### src/rtl/mips_multicycle_control_if.sv
// rtl/mips_multicycle_control_if.sv - datapath-facing signal bundle of the multicycle MIPS controller
interface mips_multicycle_control_if #(
  parameter int ALU_CNTRL_W = 4,
  parameter int CNT_W       = 16
);
  logic [5:0]             op_in;
  logic [5:0]             func_in;
  logic                   zero_in;
  logic                   mem_ready_in;
  logic                   pcWrite_out;
  logic                   irWrite_out;
  logic                   memRead_out;
  logic                   memWrite_out;
  logic                   iOrD_out;
  logic                   regWrite_out;
  logic                   regDst_out;
  logic                   memToReg_out;
  logic                   ALUSrcA_out;
  logic                   extCntrl_out;
  logic [1:0]             ALUSrcB_out;
  logic [1:0]             pcSource_out;
  logic [ALU_CNTRL_W-1:0] ALUCntrl_out;
  logic [2:0]             state_out;
  logic                   illegal_out;
  logic                   timeout_out;
  logic [CNT_W-1:0]       retired_out;

  modport master (
    input  op_in, func_in, zero_in, mem_ready_in,
    output pcWrite_out, irWrite_out, memRead_out, memWrite_out, iOrD_out,
           regWrite_out, regDst_out, memToReg_out, ALUSrcA_out, extCntrl_out,
           ALUSrcB_out, pcSource_out, ALUCntrl_out, state_out,
           illegal_out, timeout_out, retired_out
  );

  modport slave (
    output op_in, func_in, zero_in, mem_ready_in,
    input  pcWrite_out, irWrite_out, memRead_out, memWrite_out, iOrD_out,
           regWrite_out, regDst_out, memToReg_out, ALUSrcA_out, extCntrl_out,
           ALUSrcB_out, pcSource_out, ALUCntrl_out, state_out,
           illegal_out, timeout_out, retired_out
  );
endinterface

### src/rtl/mips_multicycle_control.sv
// rtl/mips_multicycle_control.sv - multicycle MIPS control FSM with memory timeout and retire counter
module mips_multicycle_control #(
  parameter int ALU_CNTRL_W = 4,
  parameter int CNT_W       = 16,
  parameter int MEM_TIMEOUT = 15
) (
  input  logic                       clk_in,
  input  logic                       rst_n_in,
  mips_multicycle_control_if.master  bus
);
  localparam int WAIT_W = $clog2(MEM_TIMEOUT + 1);

  localparam logic [5:0] OP_R    = 6'h00;
  localparam logic [5:0] OP_J    = 6'h02;
  localparam logic [5:0] OP_BEQ  = 6'h04;
  localparam logic [5:0] OP_BNE  = 6'h05;
  localparam logic [5:0] OP_ADDI = 6'h08;
  localparam logic [5:0] OP_ANDI = 6'h0c;
  localparam logic [5:0] OP_ORI  = 6'h0d;
  localparam logic [5:0] OP_LUI  = 6'h0f;
  localparam logic [5:0] OP_LW   = 6'h23;
  localparam logic [5:0] OP_SW   = 6'h2b;

  localparam logic [3:0] ALU_AND = 4'b0000;
  localparam logic [3:0] ALU_OR  = 4'b0001;
  localparam logic [3:0] ALU_ADD = 4'b0010;
  localparam logic [3:0] ALU_SUB = 4'b0110;
  localparam logic [3:0] ALU_SLT = 4'b0111;
  localparam logic [3:0] ALU_NOR = 4'b1100;
  localparam logic [3:0] ALU_LUI = 4'b1111;

  typedef enum logic [2:0] {
    S_FETCH  = 3'd0,
    S_DECODE = 3'd1,
    S_EXEC   = 3'd2,
    S_MEM    = 3'd3,
    S_WB     = 3'd4,
    S_BRANCH = 3'd5,
    S_JUMP   = 3'd6,
    S_HALT   = 3'd7
  } state_t;

  typedef struct packed {
    logic       pc_write;
    logic       mem_read;
    logic       mem_write;
    logic       i_or_d;
    logic       reg_write;
    logic       reg_dst;
    logic       mem_to_reg;
    logic       alu_src_a;
    logic       ext_cntrl;
    logic [1:0] alu_src_b;
    logic [1:0] pc_source;
    logic [3:0] alu_cntrl;
  } ctrl_t;

  function automatic logic is_rtype(input logic [5:0] op, input logic [5:0] fn);
    return (op == OP_R) && (fn inside {6'h20, 6'h22, 6'h24, 6'h25, 6'h2a, 6'h27});
  endfunction

  function automatic logic is_iarith(input logic [5:0] op);
    return op inside {OP_ADDI, OP_ANDI, OP_ORI, OP_LUI};
  endfunction

  function automatic logic [3:0] alu_code(input logic [5:0] op, input logic [5:0] fn);
    logic [3:0] code;
    code = ALU_AND;
    case (op)
      OP_R: begin
        case (fn)
          6'h20:   code = ALU_ADD;
          6'h22:   code = ALU_SUB;
          6'h24:   code = ALU_AND;
          6'h25:   code = ALU_OR;
          6'h2a:   code = ALU_SLT;
          6'h27:   code = ALU_NOR;
          default: code = ALU_AND;
        endcase
      end
      OP_ADDI, OP_LW, OP_SW: code = ALU_ADD;
      OP_ANDI:               code = ALU_AND;
      OP_ORI:                code = ALU_OR;
      OP_LUI:                code = ALU_LUI;
      OP_BEQ, OP_BNE:        code = ALU_SUB;
      default:               code = ALU_AND;
    endcase
    return code;
  endfunction

  // Moore part of the outputs; the ready/zero qualified strobes are added at the ports.
  function automatic ctrl_t decode(input state_t s, input logic [5:0] op, input logic [5:0] fn);
    ctrl_t c;
    c = '0;
    case (s)
      S_FETCH: begin
        c.mem_read  = 1'b1;
        c.alu_src_b = 2'b01;
        c.alu_cntrl = ALU_ADD;
      end
      S_DECODE: begin
        c.alu_src_b = 2'b11;
        c.ext_cntrl = 1'b1;
        c.alu_cntrl = ALU_ADD;
      end
      S_EXEC: begin
        c.alu_src_a = 1'b1;
        c.alu_src_b = (op == OP_R) ? 2'b00 : 2'b10;
        c.alu_cntrl = alu_code(op, fn);
        c.ext_cntrl = (op == OP_ADDI) || (op == OP_LW) || (op == OP_SW);
      end
      S_MEM: begin
        c.i_or_d    = 1'b1;
        c.mem_read  = (op == OP_LW);
        c.mem_write = (op == OP_SW);
      end
      S_WB: begin
        c.reg_write  = 1'b1;
        c.reg_dst    = (op == OP_R);
        c.mem_to_reg = (op == OP_LW);
        c.alu_cntrl  = alu_code(op, fn);
      end
      S_BRANCH: begin
        c.alu_src_a = 1'b1;
        c.alu_cntrl = ALU_SUB;
        c.pc_source = 2'b01;
      end
      S_JUMP: begin
        c.pc_source = 2'b10;
        c.pc_write  = 1'b1;
      end
      default: c = '0;
    endcase
    return c;
  endfunction

  state_t            r_state;
  logic [5:0]        r_op;
  logic [5:0]        r_func;
  logic [WAIT_W-1:0] r_wait;
  logic [CNT_W-1:0]  r_retired;
  logic              r_illegal;
  logic              r_timeout;
  ctrl_t             r_ctrl;

  state_t            w_next_state;
  logic [5:0]        w_next_op;
  logic [5:0]        w_next_func;
  logic [WAIT_W-1:0] w_wait_inc;
  logic              w_wait_expired;
  logic              w_set_illegal;
  logic              w_set_timeout;
  logic              w_pc_qual;

  assign w_wait_inc     = r_wait + 1'b1;
  // A ready in the expiring cycle still wins over the timeout.
  assign w_wait_expired = !bus.mem_ready_in && (w_wait_inc == WAIT_W'(MEM_TIMEOUT));

  always_comb begin
    w_next_state  = r_state;
    w_next_op     = r_op;
    w_next_func   = r_func;
    w_set_illegal = 1'b0;
    w_set_timeout = 1'b0;
    case (r_state)
      S_FETCH: begin
        if (bus.mem_ready_in) begin
          w_next_state = S_DECODE;
        end else if (w_wait_expired) begin
          w_next_state  = S_HALT;
          w_set_timeout = 1'b1;
        end
      end
      S_DECODE: begin
        w_next_op   = bus.op_in;
        w_next_func = bus.func_in;
        if (is_rtype(bus.op_in, bus.func_in) || is_iarith(bus.op_in) ||
            bus.op_in == OP_LW || bus.op_in == OP_SW) begin
          w_next_state = S_EXEC;
        end else if (bus.op_in == OP_BEQ || bus.op_in == OP_BNE) begin
          w_next_state = S_BRANCH;
        end else if (bus.op_in == OP_J) begin
          w_next_state = S_JUMP;
        end else if (bus.op_in == OP_R && bus.func_in == 6'h00) begin
          w_next_state = S_FETCH;
        end else begin
          w_next_state  = S_HALT;
          w_set_illegal = 1'b1;
        end
      end
      S_EXEC: w_next_state = (r_op == OP_LW || r_op == OP_SW) ? S_MEM : S_WB;
      S_MEM: begin
        if (bus.mem_ready_in) begin
          w_next_state = (r_op == OP_LW) ? S_WB : S_FETCH;
        end else if (w_wait_expired) begin
          w_next_state  = S_HALT;
          w_set_timeout = 1'b1;
        end
      end
      S_WB, S_BRANCH, S_JUMP: w_next_state = S_FETCH;
      default: w_next_state = S_HALT;
    endcase
  end

  always_ff @(posedge clk_in) begin
    if (!rst_n_in) begin
      r_state   <= S_FETCH;
      r_op      <= '0;
      r_func    <= '0;
      r_wait    <= '0;
      r_retired <= '0;
      r_illegal <= 1'b0;
      r_timeout <= 1'b0;
      r_ctrl    <= decode(S_FETCH, 6'h00, 6'h00);
    end else begin
      r_state <= w_next_state;
      r_op    <= w_next_op;
      r_func  <= w_next_func;
      r_ctrl  <= decode(w_next_state, w_next_op, w_next_func);
      if (w_next_state != r_state && (w_next_state == S_FETCH || w_next_state == S_MEM)) begin
        r_wait <= '0;
      end else if ((r_state == S_FETCH || r_state == S_MEM) && !bus.mem_ready_in) begin
        r_wait <= w_wait_inc;
      end
      // Every path back into FETCH from another state completes an instruction.
      if (w_next_state == S_FETCH && r_state != S_FETCH) begin
        r_retired <= r_retired + 1'b1;
      end
      if (w_set_illegal) r_illegal <= 1'b1;
      if (w_set_timeout) r_timeout <= 1'b1;
    end
  end

  assign w_pc_qual = ((r_state == S_FETCH) && bus.mem_ready_in) ||
                     ((r_state == S_BRANCH) &&
                      (((r_op == OP_BEQ) && bus.zero_in) || ((r_op == OP_BNE) && !bus.zero_in)));

  assign bus.pcWrite_out  = rst_n_in && (r_ctrl.pc_write || w_pc_qual);
  assign bus.irWrite_out  = rst_n_in && (r_state == S_FETCH) && bus.mem_ready_in;
  assign bus.memRead_out  = rst_n_in && r_ctrl.mem_read;
  assign bus.memWrite_out = rst_n_in && r_ctrl.mem_write;
  assign bus.regWrite_out = rst_n_in && r_ctrl.reg_write;
  assign bus.iOrD_out     = r_ctrl.i_or_d;
  assign bus.regDst_out   = r_ctrl.reg_dst;
  assign bus.memToReg_out = r_ctrl.mem_to_reg;
  assign bus.ALUSrcA_out  = r_ctrl.alu_src_a;
  assign bus.extCntrl_out = r_ctrl.ext_cntrl;
  assign bus.ALUSrcB_out  = r_ctrl.alu_src_b;
  assign bus.pcSource_out = r_ctrl.pc_source;
  assign bus.ALUCntrl_out = ALU_CNTRL_W'(r_ctrl.alu_cntrl);
  assign bus.state_out    = r_state;
  assign bus.illegal_out  = r_illegal;
  assign bus.timeout_out  = r_timeout;
  assign bus.retired_out  = r_retired;
endmodule

### src/flat_wrapper.sv
// flat-port wrapper written by rule: the top's interface ports become plain ports
module mips_multicycle_control_flat 
#(
  parameter int ALU_CNTRL_W = 4,
  parameter int CNT_W       = 16,
  parameter int MEM_TIMEOUT = 15
)
  (clk_in, rst_n_in, bus_op_in, bus_func_in, bus_zero_in, bus_mem_ready_in, bus_pcWrite_out, bus_irWrite_out, bus_memRead_out, bus_memWrite_out, bus_iOrD_out, bus_regWrite_out, bus_regDst_out, bus_memToReg_out, bus_ALUSrcA_out, bus_extCntrl_out, bus_ALUSrcB_out, bus_pcSource_out, bus_ALUCntrl_out, bus_state_out, bus_illegal_out, bus_timeout_out, bus_retired_out);
  mips_multicycle_control_if #(.ALU_CNTRL_W(ALU_CNTRL_W), .CNT_W(CNT_W)) bus_i ();
  input  logic clk_in;
  input  logic rst_n_in;
  input wire logic [$bits(bus_i.op_in)-1:0] bus_op_in;
  input wire logic [$bits(bus_i.func_in)-1:0] bus_func_in;
  input wire logic [$bits(bus_i.zero_in)-1:0] bus_zero_in;
  input wire logic [$bits(bus_i.mem_ready_in)-1:0] bus_mem_ready_in;
  output wire logic [$bits(bus_i.pcWrite_out)-1:0] bus_pcWrite_out;
  output wire logic [$bits(bus_i.irWrite_out)-1:0] bus_irWrite_out;
  output wire logic [$bits(bus_i.memRead_out)-1:0] bus_memRead_out;
  output wire logic [$bits(bus_i.memWrite_out)-1:0] bus_memWrite_out;
  output wire logic [$bits(bus_i.iOrD_out)-1:0] bus_iOrD_out;
  output wire logic [$bits(bus_i.regWrite_out)-1:0] bus_regWrite_out;
  output wire logic [$bits(bus_i.regDst_out)-1:0] bus_regDst_out;
  output wire logic [$bits(bus_i.memToReg_out)-1:0] bus_memToReg_out;
  output wire logic [$bits(bus_i.ALUSrcA_out)-1:0] bus_ALUSrcA_out;
  output wire logic [$bits(bus_i.extCntrl_out)-1:0] bus_extCntrl_out;
  output wire logic [$bits(bus_i.ALUSrcB_out)-1:0] bus_ALUSrcB_out;
  output wire logic [$bits(bus_i.pcSource_out)-1:0] bus_pcSource_out;
  output wire logic [$bits(bus_i.ALUCntrl_out)-1:0] bus_ALUCntrl_out;
  output wire logic [$bits(bus_i.state_out)-1:0] bus_state_out;
  output wire logic [$bits(bus_i.illegal_out)-1:0] bus_illegal_out;
  output wire logic [$bits(bus_i.timeout_out)-1:0] bus_timeout_out;
  output wire logic [$bits(bus_i.retired_out)-1:0] bus_retired_out;
  assign bus_i.op_in = bus_op_in;
  assign bus_i.func_in = bus_func_in;
  assign bus_i.zero_in = bus_zero_in;
  assign bus_i.mem_ready_in = bus_mem_ready_in;
  assign bus_pcWrite_out = bus_i.pcWrite_out;
  assign bus_irWrite_out = bus_i.irWrite_out;
  assign bus_memRead_out = bus_i.memRead_out;
  assign bus_memWrite_out = bus_i.memWrite_out;
  assign bus_iOrD_out = bus_i.iOrD_out;
  assign bus_regWrite_out = bus_i.regWrite_out;
  assign bus_regDst_out = bus_i.regDst_out;
  assign bus_memToReg_out = bus_i.memToReg_out;
  assign bus_ALUSrcA_out = bus_i.ALUSrcA_out;
  assign bus_extCntrl_out = bus_i.extCntrl_out;
  assign bus_ALUSrcB_out = bus_i.ALUSrcB_out;
  assign bus_pcSource_out = bus_i.pcSource_out;
  assign bus_ALUCntrl_out = bus_i.ALUCntrl_out;
  assign bus_state_out = bus_i.state_out;
  assign bus_illegal_out = bus_i.illegal_out;
  assign bus_timeout_out = bus_i.timeout_out;
  assign bus_retired_out = bus_i.retired_out;
  mips_multicycle_control #(.ALU_CNTRL_W(ALU_CNTRL_W), .CNT_W(CNT_W), .MEM_TIMEOUT(MEM_TIMEOUT)) u_core (.clk_in(clk_in), .rst_n_in(rst_n_in), .bus(bus_i));
endmodule
### config.mk
export PLATFORM = sky130hd
export DESIGN_NAME = mips_multicycle_control_flat
export DESIGN_NICKNAME = d
export VERILOG_FILES = /design/src/rtl/mips_multicycle_control_if.sv /design/src/rtl/mips_multicycle_control.sv /design/src/flat_wrapper.sv
export SDC_FILE = /design/constraint.sdc
export NUM_CORES = 1
export LEC_CHECK = 0
export BUFFER_PORTS_ARGS = -buffer_cell sky130_fd_sc_hd__buf_2
export CORE_MARGIN = 8
export CORE_UTILIZATION = 56
export CTS_CLUSTER_DIAMETER = 120
export DETAILED_ROUTE_END_ITERATION = 7
export PLACE_DENSITY = 0.8
export SETUP_SLACK_MARGIN = 0.15
export SYNTH_ARGS = -nofsm -noshare
export SYNTH_HDL_FRONTEND = slang
export SYNTH_SLANG_ARGS = --single-unit
### constraint.sdc
create_clock -name clk_in -period 3.1 [get_ports clk_in]
set_input_delay 0.62 -clock clk_in [delete_from_list [all_inputs] [get_ports clk_in]]
set_output_delay 0.62 -clock clk_in [all_outputs]
set_load 0.02 [all_outputs]
==> results of run 1 <==
## cell type report
cell class              instances  area [sq um]  area share [%]
multi-input cells             280          1774           52.04
well taps                      72         90.09           2.642
clock buffers                   5         68.82           2.018
clock inverters                 3         48.80           1.431
repair buffers                 60         315.3           9.248
flip-flops and latches         54          1082           31.74
inverters                       8         30.03          0.8807
## power by group through the flow
stage                     Clock (mW)  Sequential (mW)  Combinational, mW
after floorplan                    0            0.817              0.424
after global placement             0            0.821              0.515
after detailed placement           0            0.823              0.525
after CTS                      0.509            0.807              0.526
after global routing           0.534            0.817              0.586
final                          0.502            0.808              0.530
## flip-flops by register name (all words and copies together) (netlist names)
name / count
u_core.r_ctrl: 4
u_core.r_wait: 4
u_core.bus.iOrD_out: 1
u_core.bus.regDst_out: 1
u_core.bus.state_out: 3
u_core.bus.ALUSrcA_out: 1
u_core.bus.retired_out: 16
u_core.bus.timeout_out: 1
u_core.r_op: 6
u_core.bus.ALUCntrl_out: 4
u_core.bus.ALUSrcB_out: 2
u_core.bus.illegal_out: 1
u_core.r_func: 6
u_core.bus.memToReg_out: 1
u_core.bus.extCntrl_out: 1
u_core.bus.pcSource_out: 2
## critical path: stages, from the launching register on
cell and delay (ps):
dfxtp_1 490, nor3_1 680, nand3_1 170, o2bb2ai_1 340, a211o_2 260, o311ai_1 120, a21oi_1 300, a211oi_1 80
## routing by layer
layer	GRT usage (%)	wire length, microns	vias up
met5	0	0	-
met2	28.34	3312	109
met4	7.906	218	0
li1	-	-	1411
met3	4.489	465	23
met1	23.55	3402	1331
## per-stage QoR
stage	instance area, sq um	util, %
detailed placement	3291	60.88
CTS	3408	63.06
global route	3410	63.08
floorplan	3067	-
global placement	3291	60.88
finish	3410	63.08
## cells in the mapped netlist (2+ instances only)
cell       n  area share (%)
nand2_1   31             3.8
nand4_1    5             1.0
xnor2_1    2            0.57
o31ai_1    4            0.98
buf_4     10             2.4
nand2b_1   4            0.82
a211oi_1   2            0.49
or3_1      9             1.8
dfxtp_1   54              35
inv_1      7            0.86
xor2_1     5             1.4
nand3_1   14             2.3
mux2i_1    9             2.9
nor2b_1    5             1.0
o21ai_0    9             1.5
and3_1    10             2.0
o21ai_1   11             1.8
and2_1     8             1.6
nor2_1    38             4.7
nand4b_1   2            0.57
clkbuf_1   7            0.86
or4_1      4            0.98
a31o_2     2            0.57
o211ai_1   3            0.73
a31oi_1    3            0.61
ha_1       3             1.2
nand3b_1   4            0.98
nor4_1     5             1.0
nor3_1    12             2.0
buf_2      5            0.82
a211oi_4   2             1.3
a21oi_1   32             5.2
buf_6      5             1.8
o31a_1     2            0.57
nor3b_1    4            0.98
## worst max-delay path by stage
stage / endpoint / cells past startpoint
2_1_floorplan: u_core.bus.retired_out[10] / 9
3_3_place_gp: u_core.bus.retired_out[12] / 9
3_5_place_dp: u_core.bus.retired_out[12] / 9
4_1_cts: u_core.bus.ALUCntrl_out[2] / 8
5_1_grt: u_core.bus.ALUCntrl_out[2] / 8
6_report: u_core.r_wait[1] / 7
## cell families (layout without fill, tap and decap cells)
family,Yosys count,after routing,synth area share [%]
simple gates,169,169,29.99
xor+xnor,7,7,1.999
compound gates,89,89,20.07
mux,12,12,4.406
flops,54,54,35.25
fa+ha+maj,3,3,1.224
buf+inv,36,76,7.058
==> flow_summary_export.csv, run 1 <==
group,metric,value,unit
cts,cts_tree,"built",
pwr,p_sw,0.6500,mW
floorplan,pin_count,55,
synthesis,synth_warnings,0,
detailed_routing,drt-vias-per-instance,5.963,
hold_path,holdPathEnd,"u_core.r_func[5]",
sta,finalHoldViolCount,0,
setup_path,arrival,2760,ps
pwr,p_int,1.190,mW
layout,final.fill_count,499,
pwr,ir_drop,0.2886,mV
setup_path,r2r_setup_slack,520,ps
hold_path,hp-class,"reg -> reg",
cts,cts-resized-gates,0,
cts,hold_buffers,0,
synthesis,synth_edf_count,0,
layout,antenna_cells,0,
sta,slew_headroom,51.27,%
pwr,power,1.840,mW
detailed_routing,ant_nets,0,
synthesis,synth_cell_type_count,73,
setup_path,r2r-start,"u_core.bus.state_out[1]",
floorplan,core_region_area,5405,sq um
sta,skew,12.31,ps
hold_path,min_from,"u_core.r_func[5]",
cts,cts_root_buf,"clkbuf_8",
floorplan,die_w,90,microns
global_routing,first_global_vias,2725,
layout,layout_commonest_cell,"buf_2",
synthesis,ys_async_sr_fraction,0,%
hold_path,worstHoldPathCells,2,
placed_design,gp_congestion,0.9378,
synthesis,synth_ff_type,"dfxtp_1",
sta,max_freq,387.4,MHz
setup_path,crit_fanout,13,
sta,whs,456.4,ps
global_routing,antenna_found_initial,0,
pwr,power_frac_comb,28.8,%
floorplan,die_h,90,microns
pwr,seq_power_share,43.9,%
cts,numCtsBuffers,5,
sta,slew_viol_final,0,
floorplan,initial_utilization,56.74,%
pwr,p_sw_share,35.33,%
sta,min_period,2581,ps
placed_design,portBuffers,54,
cts,clock_path_buffers,2,
synthesis,avgSynthCellArea,8.288,sq um
layout,nets,428,
detailed_routing,first_pass_iters,5,
setup_path,critPathKind,"reg -> reg",
sta,worstMarginPinSlew,725.4,ps
setup_path,crit_required,3280,ps
cts,cts_max_level,2,
layout,stdcell_count,482,
detailed_routing,drt-total-wl,7399,microns
detailed_routing,drt_iter0_markers,301,
synthesis,ys_seq_area_share,35.25,%
sta,setup_viol,0,
placed_design,dp_cells,474,
cts,clock_latency,320,ps
synthesis,netlist_instances,370,
synthesis,syn_area,3067,sq um
pwr,power.density,539.6,nW/um^2
setup_path,r2r_cells,7,
global_routing,grt_usage,18.30,%
setup_path,startpoint_type,"register",
placed_design,pre_cts_slack,212.7,ps
layout,drive_gt1_share,21.22,%
floorplan,design.die.area,8100,sq um
global_routing,grt_max_degree,35,
sta,finalCritPeriodShare,83.27,%
global_routing,grt_pass1_wl,12770,microns
cts,cts_setup_buffers,0,
cts,cts.sinks,54,
detailed_routing,avgRoutedWirePerCell,15.35,microns
setup_path,cp-startpoint,"u_core.bus.state_out[1]",
pwr,leakage,1.355,nW
pwr,pwr-share-clk,27.3,%
run,maxCapViolCount,0,
synthesis,synth_fp_nets,389,
layout,area_growth,11.18,%
detailed_routing,dr_total_vias,2874,
status,status,"finished clean",
sta,layout_setup_ws,518.7,ps
floorplan,rows,27,
global_routing,grt_overflow,0,
cts,clk_pin_slew,100,ps
detailed_routing,drc_errors,0,
setup_path,r2r-end,"u_core.r_wait[1]",
sta,rsz0062_at_grt,"no",
setup_path,endpoint_kind,"register",
placed_design,dpl.hpwl,5508,microns
sta,setup_tns,0,ps
layout,final_cell_mix,"buf_2, dfxtp_1, nor2_1, a21oi_1, nand2_1",
synthesis,synth-seq-cells,54,
(Power assumes the default switching activity.)
==> run 2: changes to the inputs <==
--- a/config.mk
+++ b/config.mk
@@ -7,10 +7,10 @@
 export LEC_CHECK = 0
 export BUFFER_PORTS_ARGS = -buffer_cell sky130_fd_sc_hd__buf_2
 export CORE_MARGIN = 8
-export CORE_UTILIZATION = 56
+export CORE_UTILIZATION = 51
 export CTS_CLUSTER_DIAMETER = 120
 export DETAILED_ROUTE_END_ITERATION = 7
-export PLACE_DENSITY = 0.8
+export PLACE_DENSITY = 0.77
 export SETUP_SLACK_MARGIN = 0.15
 export SYNTH_ARGS = -nofsm -noshare
 export SYNTH_HDL_FRONTEND = slang
==> constraint.sdc (replaced) <==
create_clock -name clk_in -period 2.2 [get_ports clk_in]
set_input_delay 0.44 -clock clk_in [delete_from_list [all_inputs] [get_ports clk_in]]
set_output_delay 0.44 -clock clk_in [all_outputs]
set_load 0.02 [all_outputs]
==> flow_summary_export.csv, run 2 (synthesized netlist as in run 1, its figures left out) <==
group,metric,value,unit
cts,numCtsBuffers,5,
layout,final.fill_count,323,
sta,finalCritPeriodShare,114.8,%
cts,clock_path_buffers,2,
placed_design,dpl.hpwl,6539,microns
detailed_routing,avgRoutedWirePerCell,20.77,microns
sta,layout_setup_ws,-325.6,ps
setup_path,arrival,2720,ps
cts,clk_pin_slew,100,ps
sta,worstMarginPinSlew,528.8,ps
layout,largest_reg_flops,16,
status,violations,"negative setup slack",
placed_design,gp_congestion,1.000,
detailed_routing,dr_total_vias,3649,
global_routing,antenna_found_initial,0,
floorplan,core_region_area,5851,sq um
pwr,p_sw,1.265,mW
hold_path,min_from,"u_core.r_func[4]",
setup_path,endpoint_kind,"register",
cts,cts_max_level,2,
sta,skew,5.061,ps
cts,hold_buffers,0,
sta,setup_viol,36,
cts,clock_latency,320,ps
layout,final_cell_mix,"buf_4, buf_2, dfxtp_1, nor2_1, nand2_1",
setup_path,r2r-end,"u_core.bus.ALUCntrl_out[3]",
pwr,ir_drop,0.4262,mV
setup_path,r2r_setup_slack,-330,ps
global_routing,first_global_vias,3247,
sta,whs,467.2,ps
placed_design,dp_cells,548,
setup_path,r2r_cells,11,
detailed_routing,drt-vias-per-instance,6.313,
detailed_routing,drt_iter0_markers,358,
setup_path,crit_required,2390,ps
floorplan,die_h,93.55,microns
setup_path,critPathKind,"reg -> reg",
status,status,"finished with violations",
setup_path,startpoint_type,"register",
setup_path,r2r-start,"u_core.r_wait[1]",
cts,cts_root_buf,"clkbuf_8",
pwr,seq_power_share,34.2,%
pwr,power_frac_comb,48.3,%
cts,cts.sinks,54,
sta,slew_viol_final,0,
global_routing,grt_pass1_wl,15780,microns
setup_path,crit_fanout,5,
detailed_routing,ant_nets,0,
sta,max_freq,395.9,MHz
sta,min_period,2526,ps
floorplan,die_w,93.55,microns
cts,cts_tree,"built",
sta,rsz0062_at_grt,"yes",
hold_path,holdPathEnd,"u_core.r_func[4]",
layout,drive_gt1_share,46.92,%
layout,multi_input_area,2171,sq um
detailed_routing,drt-total-wl,12000,microns
pwr,p_sw_share,38.40,%
layout,fin_util,79.28,%
hold_path,worstHoldPathCells,2,
hold_path,hp-class,"reg -> reg",
detailed_routing,drc_errors,0,
layout,antenna_cells,0,
pwr,pwr-share-clk,17.5,%
pwr,power.density,710.1,nW/um^2
sta,slew_headroom,64.47,%
pwr,leakage,1.899,nW
floorplan,initial_utilization,52.42,%
pwr,p_int,2.029,mW
layout,seqCellArea,1092,sq um
global_routing,grt_usage,21.89,%
global_routing,grt_max_degree,24,
layout,area_growth,51.24,%
layout,stdcell_count,578,
global_routing,grt_overflow,0,
floorplan,design.die.area,8751,sq um
floorplan,pin_count,55,
placed_design,portBuffers,54,
layout,layout_commonest_cell,"buf_4",
layout,nets,522,
floorplan,rows,28,
run,maxCapViolCount,0,
sta,finalHoldViolCount,0,
detailed_routing,first_pass_iters,7,
==> run 2: final cells by class <==
| cell class | instances | share of cell area (%) |
|---|---|---|
| clock buffers | 5 | 1.484 |
| clock inverters | 2 | 0.2967 |
| inverters | 8 | 0.6474 |
| multi-input cells | 280 | 46.80 |
| flip-flops and latches | 54 | 23.55 |
| well taps | 75 | 2.023 |
| repair buffers | 154 | 25.20 |
==> run 2: worst max-delay path by stage <==
stage                                  from  slack, ps  cells past startpoint                          to
floorplan           u_core.bus.state_out[0]       -190                     11   u_core.bus.retired_out[1]
global route        u_core.bus.state_out[2]       -410                      8  u_core.bus.ALUCntrl_out[3]
detailed placement           bus_func_in[1]       -260                      9   u_core.bus.retired_out[8]
CTS                        u_core.r_wait[1]       -130                      8   u_core.bus.retired_out[8]
finish                     u_core.r_wait[1]       -330                     11  u_core.bus.ALUCntrl_out[3]
global placement             bus_func_in[1]       -190                      9  u_core.bus.retired_out[12]
==> run 2: layer usage <==
layer / vias to the layer above / part of all wire (%) / GRT usage (%)
met5: - / 0 / 0
met1: 1712 / 38 / 26.73
met3: 75 / 9.2 / 3.926
li1: 1606 / - / -
met4: 0 / 5.1 / 8.719
met2: 256 / 48 / 37.07
==> run 2: power groups by stage <==
stage          clock network (mW)  registers [mW]  logic, mW
2_1_floorplan                   0            1.15      0.617
3_3_place_gp                    0            1.12       1.02
3_5_place_dp                    0            1.13       1.06
4_1_cts                     0.554            1.12       1.25
5_1_grt                     0.610            1.14       1.65
6_report                    0.577            1.13       1.59
==> run 2: through the flow <==
stage / TNS [ps] / worst slack, ps / cell area [sq um] / power, mW
after floorplan: -2858 / -188.3 / 3120 / 1.770
after CTS: -1359 / -126.0 / 4289 / 2.923
after global placement: -3608 / -190.3 / 3896 / 2.147
after global routing: -9057 / -410.5 / 4638 / 3.395
after detailed placement: -5331 / -264.3 / 3896 / 2.181
final: -6147 / -325.6 / 4638 / 3.294
==> run 2: what timing repair did <==
action | 4_1_cts | 5_1_grt
cloned | 1 | 0
pin swaps | 13 | 10
hold endpoints to repair | 0 | 0
endpoints found under the setup margin | 39 | 41
setup buffers | 11 | 11
resized for setup | 44 | 52
==> run 2: critical path, cell delays in order, from the launching register on <==
cell and delay (ps):
dfxtp_4 400, ha_4 170, nor2_2 50, mux2i_4 280, o22ai_4 150, buf_6 140, buf_4 140, a211oi_2 280
buf_4 230, buf_12 140, xnor2_4 70, nor4_1 350
